<file path="src/rtl/riscv_pkg.sv">
// riscv_pkg: shared definitions for the multicycle RV32I controller.
// Holds the main FSM state encoding, the opcodes the controller recognises,
// and the encodings of the datapath mux selects and ALU operation class.
package riscv_pkg;

    typedef enum logic [3:0] {
        S_FETCH    = 4'd0,
        S_DECODE   = 4'd1,
        S_MEMADR   = 4'd2,
        S_MEMREAD  = 4'd3,
        S_MEMWB    = 4'd4,
        S_MEMWRITE = 4'd5,
        S_EXECR    = 4'd6,
        S_EXECI    = 4'd7,
        S_ALUWB    = 4'd8,
        S_BEQ      = 4'd9,
        S_JAL      = 4'd10,
        S_TRAP     = 4'd11
    } statetype;

    // Opcodes
    localparam logic [6:0] OP_LW  = 7'b0000011;
    localparam logic [6:0] OP_SW  = 7'b0100011;
    localparam logic [6:0] OP_R   = 7'b0110011;
    localparam logic [6:0] OP_I   = 7'b0010011;
    localparam logic [6:0] OP_BEQ = 7'b1100011;
    localparam logic [6:0] OP_JAL = 7'b1101111;

    // ALUOp to the ALU decoder
    localparam logic [1:0] ALUOP_ADD   = 2'b00;
    localparam logic [1:0] ALUOP_SUB   = 2'b01;
    localparam logic [1:0] ALUOP_FUNCT = 2'b10;

    // Result mux select
    localparam logic [1:0] RES_ALUOUT    = 2'b00;
    localparam logic [1:0] RES_DATA      = 2'b01;
    localparam logic [1:0] RES_ALURESULT = 2'b10;

    // ALU A select
    localparam logic [1:0] SRCA_PC    = 2'b00;
    localparam logic [1:0] SRCA_OLDPC = 2'b01;
    localparam logic [1:0] SRCA_RS1   = 2'b10;

    // ALU B select
    localparam logic [1:0] SRCB_RS2  = 2'b00;
    localparam logic [1:0] SRCB_IMM  = 2'b01;
    localparam logic [1:0] SRCB_FOUR = 2'b10;

endpackage

</file>
<file path="src/rtl/mainfsm.sv">
// mainfsm: Moore main controller for the multicycle RV32I datapath.
// Sequences each instruction through Fetch/Decode/Execute/Memory/Writeback
// and drives the shared-datapath mux selects and write enables.
//
// Ports:
//   clk, reset          clock; synchronous active-high reset (loads Fetch)
//   op[6:0]             opcode from the instruction register
//   MemReady            memory access completes this cycle
//   Branch, PCUpdate    conditional / unconditional PC write enables
//   RegWrite, MemWrite  register file / data memory write enables
//   IRWrite             instruction register write enable
//   ResultSrc[1:0]      result mux: 00 ALUOut, 01 Data, 10 ALUResult
//   ALUSrcA[1:0]        ALU A: 00 PC, 01 OldPC, 10 rs1
//   ALUSrcB[1:0]        ALU B: 00 rs2, 01 ImmExt, 10 constant 4
//   AdrSrc              memory address: 0 PC, 1 Result
//   ALUOp[1:0]          to ALU decoder: 00 add, 01 sub, 10 funct-decoded
//   Retire              one-cycle pulse per completed instruction
//   Illegal             high while trapped on an unsupported opcode
module mainfsm
    import riscv_pkg::*;
#(
    parameter bit SUPPORT_ITYPE = 1'b1,
    parameter bit SUPPORT_JAL   = 1'b1
) (
    input  logic       clk,
    input  logic       reset,
    input  logic [6:0] op,
    input  logic       MemReady,
    output logic       Branch,
    output logic       PCUpdate,
    output logic       RegWrite,
    output logic       MemWrite,
    output logic       IRWrite,
    output logic [1:0] ResultSrc,
    output logic [1:0] ALUSrcA,
    output logic [1:0] ALUSrcB,
    output logic       AdrSrc,
    output logic [1:0] ALUOp,
    output logic       Retire,
    output logic       Illegal
);

    statetype state, next_state;

    always_ff @(posedge clk) begin
        if (reset) state <= S_FETCH;
        else       state <= next_state;
    end

    always_comb begin
        next_state = state;
        case (state)
            S_FETCH:    if (MemReady) next_state = S_DECODE;
            S_DECODE: begin
                case (op)
                    OP_LW, OP_SW: next_state = S_MEMADR;
                    OP_R:         next_state = S_EXECR;
                    OP_I:         next_state = SUPPORT_ITYPE ? S_EXECI : S_TRAP;
                    OP_JAL:       next_state = SUPPORT_JAL   ? S_JAL   : S_TRAP;
                    OP_BEQ:       next_state = S_BEQ;
                    default:      next_state = S_TRAP;
                endcase
            end
            S_MEMADR:   next_state = (op == OP_LW) ? S_MEMREAD : S_MEMWRITE;
            S_MEMREAD:  if (MemReady) next_state = S_MEMWB;
            S_MEMWB:    next_state = S_FETCH;
            S_MEMWRITE: if (MemReady) next_state = S_FETCH;
            S_EXECR:    next_state = S_ALUWB;
            S_EXECI:    next_state = S_ALUWB;
            S_JAL:      next_state = S_ALUWB;
            S_ALUWB:    next_state = S_FETCH;
            S_BEQ:      next_state = S_FETCH;
            S_TRAP:     next_state = S_TRAP;
            default:    next_state = S_FETCH;
        endcase
    end

    // Outputs are gated by reset so the datapath sees no enables while the
    // controller is held, whatever state the register happens to hold.
    always_comb begin
        Branch    = 1'b0;
        PCUpdate  = 1'b0;
        RegWrite  = 1'b0;
        MemWrite  = 1'b0;
        IRWrite   = 1'b0;
        ResultSrc = RES_ALUOUT;
        ALUSrcA   = SRCA_PC;
        ALUSrcB   = SRCB_RS2;
        AdrSrc    = 1'b0;
        ALUOp     = ALUOP_ADD;
        Retire    = 1'b0;
        Illegal   = 1'b0;
        if (!reset) begin
            case (state)
                S_FETCH: begin
                    // PC+4 computed and written only on the completing cycle,
                    // so a stalled fetch writes IR/PC exactly once.
                    ALUSrcB   = SRCB_FOUR;
                    ResultSrc = RES_ALURESULT;
                    IRWrite   = MemReady;
                    PCUpdate  = MemReady;
                end
                S_DECODE: begin
                    ALUSrcA = SRCA_OLDPC;
                    ALUSrcB = SRCB_IMM;
                end
                S_MEMADR: begin
                    ALUSrcA = SRCA_RS1;
                    ALUSrcB = SRCB_IMM;
                end
                S_MEMREAD: AdrSrc = 1'b1;
                S_MEMWB: begin
                    ResultSrc = RES_DATA;
                    RegWrite  = 1'b1;
                    Retire    = 1'b1;
                end
                S_MEMWRITE: begin
                    AdrSrc   = 1'b1;
                    MemWrite = 1'b1;
                    Retire   = MemReady;
                end
                S_EXECR: begin
                    ALUSrcA = SRCA_RS1;
                    ALUOp   = ALUOP_FUNCT;
                end
                S_EXECI: begin
                    ALUSrcA = SRCA_RS1;
                    ALUSrcB = SRCB_IMM;
                    ALUOp   = ALUOP_FUNCT;
                end
                S_JAL: begin
                    // PC <= OldPC+imm via ALUOut path; rd gets PC+4 next cycle
                    ALUSrcA  = SRCA_OLDPC;
                    ALUSrcB  = SRCB_FOUR;
                    PCUpdate = 1'b1;
                end
                S_ALUWB: begin
                    RegWrite = 1'b1;
                    Retire   = 1'b1;
                end
                S_BEQ: begin
                    ALUSrcA = SRCA_RS1;
                    ALUOp   = ALUOP_SUB;
                    Branch  = 1'b1;
                    Retire  = 1'b1;
                end
                S_TRAP:  Illegal = 1'b1;
                default: ;
            endcase
        end
    end

endmodule

</file>
<file path="config.mk">
export PLATFORM = sky130hd
export DESIGN_NAME = mainfsm
export DESIGN_NICKNAME = d
export VERILOG_FILES = /design/src/rtl/riscv_pkg.sv /design/src/rtl/mainfsm.sv
export SDC_FILE = /design/constraint.sdc
export NUM_CORES = 1
export LEC_CHECK = 0
export CORE_UTILIZATION = 30
export DETAILED_ROUTE_END_ITERATION = 10
export MAX_ROUTING_LAYER = met4
export PLACE_DENSITY = 0.71
export SLEW_MARGIN = 20
export SYNTH_ARGS = -nofsm -noshare
export SYNTH_HDL_FRONTEND = slang
export SYNTH_SLANG_ARGS = --single-unit
</file>
<file path="constraint.sdc">
create_clock -name clk -period 1.95 [get_ports clk]
set_clock_uncertainty 0.15 [all_clocks]
set_input_delay 0.2925 -clock clk [delete_from_list [all_inputs] [get_ports clk]]
set_output_delay 0.2925 -clock clk [all_outputs]
set_load 0.01 [all_outputs]
</file>
# Yosys cells after proc, flatten, opt, wreduce, memory -nomap -nowiden
# Index checks and enable logic that the tools add are counted.
[op_classes] n_eq_ne=20 mux=30 reduce_logical=12
[ops] op="case mux 4 bit (7 select lines)" count=1
[ops] op="case mux 4 bit (5 select lines)" count=1
[ops] op="== test 4 x 3 -> 1 bit (second input constant)" count=4
[ops] op="== test 4 bit (second input constant)" count=4
[ops] op="case mux 2 bit (2 select lines)" count=4
[ops] op="== test 7 x 6 -> 1 bit (second input constant)" count=2
[ops] op="== test 7 bit (second input constant)" count=2
[ops] op="2-to-1 mux 1 bit" count=14
[ops] op="2-to-1 mux 4 bit" count=3
[ops] op="OR reduction 2 bit" count=6
[ops] op="OR reduction 3 bit" count=3
[ops] op="== test 4 x 2 -> 1 bit (second input constant)" count=2
[ops] op="2-to-1 mux 2 bit" count=4
[ops] op="== test 7 x 2 -> 1 bit (second input constant)" count=1
[ops] op="== test 7 x 5 -> 1 bit (second input constant)" count=1
[ops] op="!= test 2 bit (second input constant)" count=3
[ops] op="== test 4 x 1 -> 1 bit (second input constant)" count=1
[ops] op="logical NOT 4 bit" count=1
[ops] op="case mux 1 bit (2 select lines)" count=2
[ops] op="OR reduction 4 bit" count=1
[ops] op="2-to-1 mux 3 bit" count=1
[ops] op="AND reduction 3 bit" count=1
[totals] reg_bits=4 out_inout_bits=16 wordCells=63

# Logic depth before layout (Yosys ltp)
# Gate-level depths: netlist (run 1).
[logic_depth] ltp_word=4 depth_mapped=5

# Least setup slack after synthesis (run 1)
# OpenSTA, ideal clock, no wires.
[synth_path] path_kind="reg-to-output" from="register state[3]" to="output port ALUSrcA[0]" arrival_time_ps=1161 required_time_ps=1507 setup_slack_ps=347 path_stages_with_launch=5 n_path_buf=1 path_cell_list="dfxtp_1 buf_2 nand2_1 o21a_1 nor3_1"
[synth_between] elab_chain_len=4 word_cells_on_any_way=10 classes_between="eq/ne (6); mux (2); reduce/logical (2)"
[synth_lines] item="from (decl)" line_no="mainfsm.sv:43" source="statetype state, next_state;"
[synth_lines] item="from (signal assigned)" line_no="mainfsm.sv:47" source="else state <= next_state;"
[synth_lines] item="== test 4 bit (tied with other cells)" line_no="mainfsm.sv:94" source="case (state)"
[synth_lines] item="OR reduction 4 bit (no line) / OR reduction 2 bit (equally long branches)"
[synth_lines] item="case mux 2 bit (2 select lines) *" line_no="mainfsm.sv:94"
[synth_lines] item="2-to-1 mux 2 bit *" line_no="mainfsm.sv:93" source="if (!reset) begin"
[synth_lines] item="to (decl)" line_no="mainfsm.sv:35" source="output logic [1:0] ALUSrcA,"
# Mark *: on every way between the ends. The rest lies on a longest branch, timed or not.

# Worst setup path in the final report (run 1)
[layout_path] from="register state[2]" to="output port IRWrite"
[layout_between] elab_chain_len=3
[layout_lines] item="logical NOT 4 bit" line_no="mainfsm.sv:94"
[layout_lines] item="2-to-1 mux 1 bit" line_no="mainfsm.sv:94"
[layout_lines] item="2-to-1 mux 1 bit" line_no="mainfsm.sv:93"
[layout_lines] item="to (decl)" line_no="mainfsm.sv:33" source="output logic IRWrite,"
# Every way passes these cells.

==> out/results.tsv, run 1 <==
metric	value	unit
status	finished, final reports clean	
final hold violation count	0	
PortBufs	25	
fraction of the cycle the final worst path needs	95.7	%
Synth top area share	13.7	%
ant diodes	0	
Rows	15	
CP endpoint kind	output port	
largest net degree at the start of global routing	14	
Max Fanout on Critical Path	5	
critical path data arrival time	1420	ps
Primary FF master, synth	dfxtp_1	
synth top area cells	dfxtp_1 14%, nor2_1 7.7%, nand2b_1 6.4%	
Routed WL	1940	microns
initial antenna violation count	0	
Worst-path clk slew	40	ps
DRC	0	
worst setup margin	83.2	ps
slowest stage delay, CP	420	ps
Post-Syn Area	586	sq um
Slew headroom	73.3	%
initial core utilization	32.8	%
WS Path Type	flop to output port	
VDD IR-drop max	545	uV
Clk Latency, worst-skew pair	230	ps
global route overflow	0	
fin util	59.3	%
ys async rst share	0	%
Hold Path Class	flop to flop	
fraction of layout cells with a size suffix above 1	34.8	%
top-count cell post-synth	nor2_1	
setup violators final	0	
Die W	46.2	microns
number of synthesized flops with an enable pin	0	
core box area	1780	sq um
Mean Syn Cell Area	6.73	sq um
Req. time, crit path	1510	ps
Final Max Slew Viols	0	
Fill cells	180	
unrepaired setup endpoints after global routing	no	
deepest clock path buffer count	2	
Slew @ Worst Pin	399	ps
final non-filler cell total	160	
leading registers by flop count	state x4	
post-synth cell types	36	
GPL Wtd Cong	0.895	
CP Launch Type	flop	
Top reg by flops	state	
via/cell ratio	5.36	
setup total negative slack	0	ps
Place WS	-385	ps
synth cell count leaders	12 x nor2_1, 7 x a21oi_1, 7 x nand2_1, 6 x nand2b_1	
Max H-tree Level	1	
Power per Cell Area	962	nW/um^2
CTS tree	yes	
first-pass GRT wire length	3410	microns
Iter 0 DRT Violations	17	
Final HPWL DP	1520	microns
CP bufs+invs	1	
register area share after synthesis	13.7	%
cell type of the slowest stage on the worst timing path	or3_4	
via count	857	
die area	2130	sq um
I/O Pins	26	
CTS sink count	4	
vias in the first global route	796	
CP Cell Sequence	or3_4 -> nor2_4 -> and2_1 -> clkdlybuf4s15_2	
family with the most delay on the worst path	simple AND/OR/NAND/NOR gates	
synth warn	0	
root buf cell	clkbuf_4	
Post-DRT Antenna Nets	0	
area grow syn2layout	80.6	%
Pwr Total	1.02	mW
Yosys reg bits	4	
DP Cell Count	157	
Syn Nets	97	
largest area contributor in the netlist	dfxtp_1	
fin crit period	1870	ps
CTS Buf Count	3	
Nets	147	
GR Util All Layers	22.3	%
Achievable Freq	0.536	GHz
Pleak	0.438	nW
Post-CTS Setup Bufs	0	
Die Span Y	46.2	microns
max-cap violations	0	
first-pass detailed-route iteration total	4	
per-cell routed wire length	12.1	microns
max reg flops	4	
Mapped Cells	87	
[logic make-up (layout without fill, tap and decap cells)]
logic type | Yosys count | in the layout | share of synthesized area, %
compound gates | 25 | 25 | 32.3
xor+xnor | 1 | 1 | 1.50
buf+inv | 8 | 56 | 6.41
simple gates | 49 | 49 | 46.2
flops | 4 | 4 | 13.7
[final cells by class]
class / instances / area [sq um] / share of cell area [%]
timing repair buffer: 50 / 414 / 39.2
clock buffer: 3 / 22.5 / 2.13
inverter: 3 / 11.3 / 1.07
multi-input combinational: 75 / 490 / 46.4
sequential: 4 / 87.6 / 8.28
tap: 25 / 31.3 / 2.96
[report_power, final]
part	total, mW	internal [mW]	switching (mW)
logic	0.752	0.391	0.361
registers	0.165	0.113	0.0521
clock network	0.100	0.0687	0.0314
total	1.02	0.573	0.445
[metrics by stage]
step | area, sq um | hold slack [ps]
after global placement | 1030 | 425
after floorplan | 586 | 306
after detailed placement | 1030 | 426
after CTS | 1050 | 390
final | 1060 | 395
after global routing | 1060 | 429
[worst register-to-register path: stages, from the launching register on]
cell       delay (ps)
dfxtp_2           340
buf_4             150
buf_4             150
nor4b_2           410
nand2b_1          110
o31ai_2           190
a2bb2oi_1         190
[final timing paths]
kind	to	from	cells past startpoint	slack [ps]
worst max register to register	state[1]$_SDFFE_PP0P_	state[2]$_SDFFE_PP0P_	6	180
worst min register to register	state[2]$_SDFFE_PP0P_	state[0]$_SDFFE_PP0P_	2	390
worst min-delay path	state[2]$_SDFFE_PP0P_	state[0]$_SDFFE_PP0P_	2	390
worst max-delay path	IRWrite	state[2]$_SDFFE_PP0P_	4	80
[what timing repair did]
| item | CTS | global route |
|---|---|---|
| hold buffers | 0 | 0 |
| endpoints found under the setup margin | 16 | 7 |
| resized for setup | 29 | 15 |
[layout by cell type, fill, tap and decap left out, types with 4 or more instances in the layout]
master            n
nor2_1           11
o21ai_0           4
clkdlybuf4s50_1   8
dlygate4sd2_1     8
nand2_1           7
nor4_1            4
nand2b_1          4
nor3_1            4
a21oi_1           7
buf_4            25
[per-layer routing]
| layer | track usage (%) | share of wire (%) |
|---|---|---|
| met1 | 28.2 | 44 |
| met2 | 36.3 | 49 |
| met3 | 3.92 | 5.4 |
| met4 | 5.88 | 1.5 |
| met5 | - | 0 |
No activity file was read; power rests on OpenSTA's default activity.
==> inputs of run 2 (changes only) <==
--- a/config.mk
+++ b/config.mk
@@ -6,6 +6,8 @@
 export NUM_CORES = 1
 export LEC_CHECK = 0
 export CORE_UTILIZATION = 30
+export CTS_CLUSTER_DIAMETER = 60
+export CTS_CLUSTER_SIZE = 8
 export DETAILED_ROUTE_END_ITERATION = 10
 export MAX_ROUTING_LAYER = met4
 export PLACE_DENSITY = 0.71
==> results of run 2 <==
No change in the layout: final DEF, timing and power equal those of run 1.
==> inputs of run 3 (changes only) <==
--- a/config.mk
+++ b/config.mk
@@ -11,6 +11,7 @@
 export DETAILED_ROUTE_END_ITERATION = 10
 export MAX_ROUTING_LAYER = met4
 export PLACE_DENSITY = 0.71
+export RECOVER_POWER = 100
 export SLEW_MARGIN = 20
 export SYNTH_ARGS = -nofsm -noshare
 export SYNTH_HDL_FRONTEND = slang
==> run 3 against run 2 <==
First-iteration DRC count fell by 12%. Total power fell by 0.61%. Clock-buffer cell count did not move. Wire length increased by 0.88%. Setup slack worse by 6.5 ps. Critical path depth increased by 1. Maximum frequency shrank 0.35%. Clock power about the same. Sequential share of layout area grew 0.079 points. Core utilization down 0.56 points.
==> out/results.tsv, run 3 (synthesized netlist as in run 1, its figures left out) <==
metric	value	unit	change
Top reg by flops	state		
setup total negative slack	0	ps	unchanged
I/O Pins	26		unchanged
CTS tree	yes		
Switching Fraction	44.1	%	+0.44 points
fin util	58.7	%	-0.56 points
Critical R2R Capture	state[1]$_SDFFE_PP0P_		
Hold Path Cell Cnt	2		unchanged
Post-CTS Setup Bufs	0		unchanged
GPL Wtd Cong	0.895		unchanged
ant diodes	0		unchanged
Power per Cell Area	966	nW/um^2	+0.34%
Clk Latency, worst-skew pair	230	ps	about the same
DRC	0		unchanged
Slew @ Worst Pin	401	ps	+1.86 ps
initial antenna violation count	0		unchanged
Power Internal	565	uW	-1.4%
leading registers by flop count	state x4		
Pleak	0.433	nW	-1.1%
worst hold slack	394	ps	-0.667 ps
Nets	147		unchanged
Final HPWL DP	1520	microns	unchanged
flop-to-flop setup slack	180	ps	about the same
max-cap violations	0		unchanged
Final Max Slew Viols	0		unchanged
final non-filler cell total	160		unchanged
core box area	1780	sq um	unchanged
Die W	46.2	microns	unchanged
root buf cell	clkbuf_4		
fraction of layout cells with a size suffix above 1	32.6	%	-2.2 points
Routed WL	1960	microns	+0.88%
fraction of the cycle the final worst path needs	96.1	%	+0.34 points
leading cell type in the layout, fill and taps excluded	buf_4		
worst reg2reg path startpoint	state[2]$_SDFFE_PP0P_		
PortBufs	25		unchanged
global route overflow	0		unchanged
Iter 0 DRT Violations	15		-2
first-pass GRT wire length	3410	microns	unchanged
VDD IR-drop max	539	uV	-1.2%
final hold violation count	0		unchanged
Hold Crit Endpoint	state[2]$_SDFFE_PP0P_		
CTS sink count	4		unchanged
DP Cell Count	157		unchanged
via count	853		-0.47%
R2R depth	6		unchanged
Req. time, crit path	1510	ps	about the same
status	finished, final reports clean		
first-pass detailed-route iteration total	4		unchanged
initial core utilization	32.8	%	unchanged
Achievable Freq	0.534	GHz	-0.35%
Fill cells	182		+1.1%
CP endpoint kind	output port		
sequential share of power	16.4	%	about the same
WS Path Type	input pin to output port		
vias in the first global route	796		unchanged
largest net degree at the start of global routing	14		unchanged
fin crit period	1870	ps	+6.54 ps
deepest clock path buffer count	2		unchanged
CTS Buf Count	3		unchanged
Die Span Y	46.2	microns	unchanged
commonest non-fill, non-tap cells in the layout	23 x buf_4, 11 x nor2_1, 9 x dlygate4sd2_1		
Post-DRT Antenna Nets	0		unchanged
setup violators final	0		unchanged
CP Launch Type	input pin		
Psw	446	uW	+0.40%
GR Util All Layers	22.3	%	unchanged
Rows	15		unchanged
Slew headroom	73.2	%	-0.12 points
die area	2130	sq um	unchanged
via/cell ratio	5.33		-0.47%
combinational share of power	73.7	%	-0.2 points
worst hold path startpoint	state[0]$_SDFFE_PP0P_		
unrepaired setup endpoints after global routing	no		
per-cell routed wire length	12.2	microns	+0.88%
cts hold-fix bufs	0		unchanged
Clk pwr share	9.9	%	about the same
Max H-tree Level	1		unchanged
Worst-path clk slew	40	ps	about the same
worst setup path startpoint	MemReady		
critical path data arrival time	1430	ps	about the same
area grow syn2layout	78.8	%	
Max Fanout on Critical Path	3		-2
Hold Path Class	flop to flop		
max reg flops	4		unchanged
==> run 3: cell count changes in the layout (fill, tap and decap cells not counted), sizes merged <==
cell           change
clkdlybuf4s25      +1
buf                -1
clkbuf             +1
dlygate4sd2        +1
clkdlybuf4s15      -2
clkdlybuf4s50      -1
dlygate4sd3        +1
==> run 3: layout make-up <==
type                    count  area [sq um]  share of cell area [%]
flip-flops and latches      4          87.6                    8.36
repair buffers             50           404                    38.6
inverters                   3          11.3                    1.08
well taps                  25          31.3                    2.99
multi-input cells          75           490                    46.8
clock buffers               3          22.5                    2.15
==> run 3: power by group through the flow <==
| stage | logic, mW | registers (mW) | clock network, mW |
|---|---|---|---|
| 3_3_place_gp | 0.750 | 0.152 | 0 |
| 3_5_place_dp | 0.759 | 0.154 | 0 |
| 5_1_grt | 0.819 | 0.170 | 0.115 |
| 6_report | 0.745 | 0.166 | 0.100 |
| 4_1_cts | 0.740 | 0.159 | 0.104 |
| 2_1_floorplan | 0.399 | 0.137 | 0 |
==> run 3: worst max-delay path by stage <==
| stage | endpoint | slack [ps] | cells after the start |
|---|---|---|---|
| finish | PCUpdate | 80 | 5 |
| global route | state[1]$_SDFFE_PP0P_ | 0.8 | 6 |
| CTS | ALUOp[0] | 50 | 4 |
| detailed placement | IRWrite | -390 | 5 |
| global placement | IRWrite | -360 | 5 |
| floorplan | ALUSrcA[0] | 350 | 4 |
==> run 3: per-stage QoR <==
step | cell area (sq um) | setup slack, ps | power, mW
floorplan | 586 | 347 | 0.535
global placement | 1030 | -365 | 0.902
detailed placement | 1030 | -385 | 0.912
CTS | 1050 | 51.1 | 1.00
global route | 1050 | 0.768 | 1.10
finish | 1050 | 76.7 | 1.01
==> run 3: critical path, cell delays in order <==
cell	delay (ps)
dlygate4sd3_1	550
buf_4	130
nand2_1	40
a21oi_1	130
dlygate4sd2_1	280
==> run 3: metal layers <==
metal  GRT usage [%]  share of wire (%)  vias up
li1                -                  -      424
met1            28.2                 44      389
met2            36.3                 49       36
met3            3.92                5.9        4
met4            5.88                1.1        0
met5               -                  0        -
==> run 3: what timing repair did <==
item	in CTS	in global routing
endpoints found under the setup margin	16	7
gates resized for setup	29	15
hold endpoints to repair	0	0
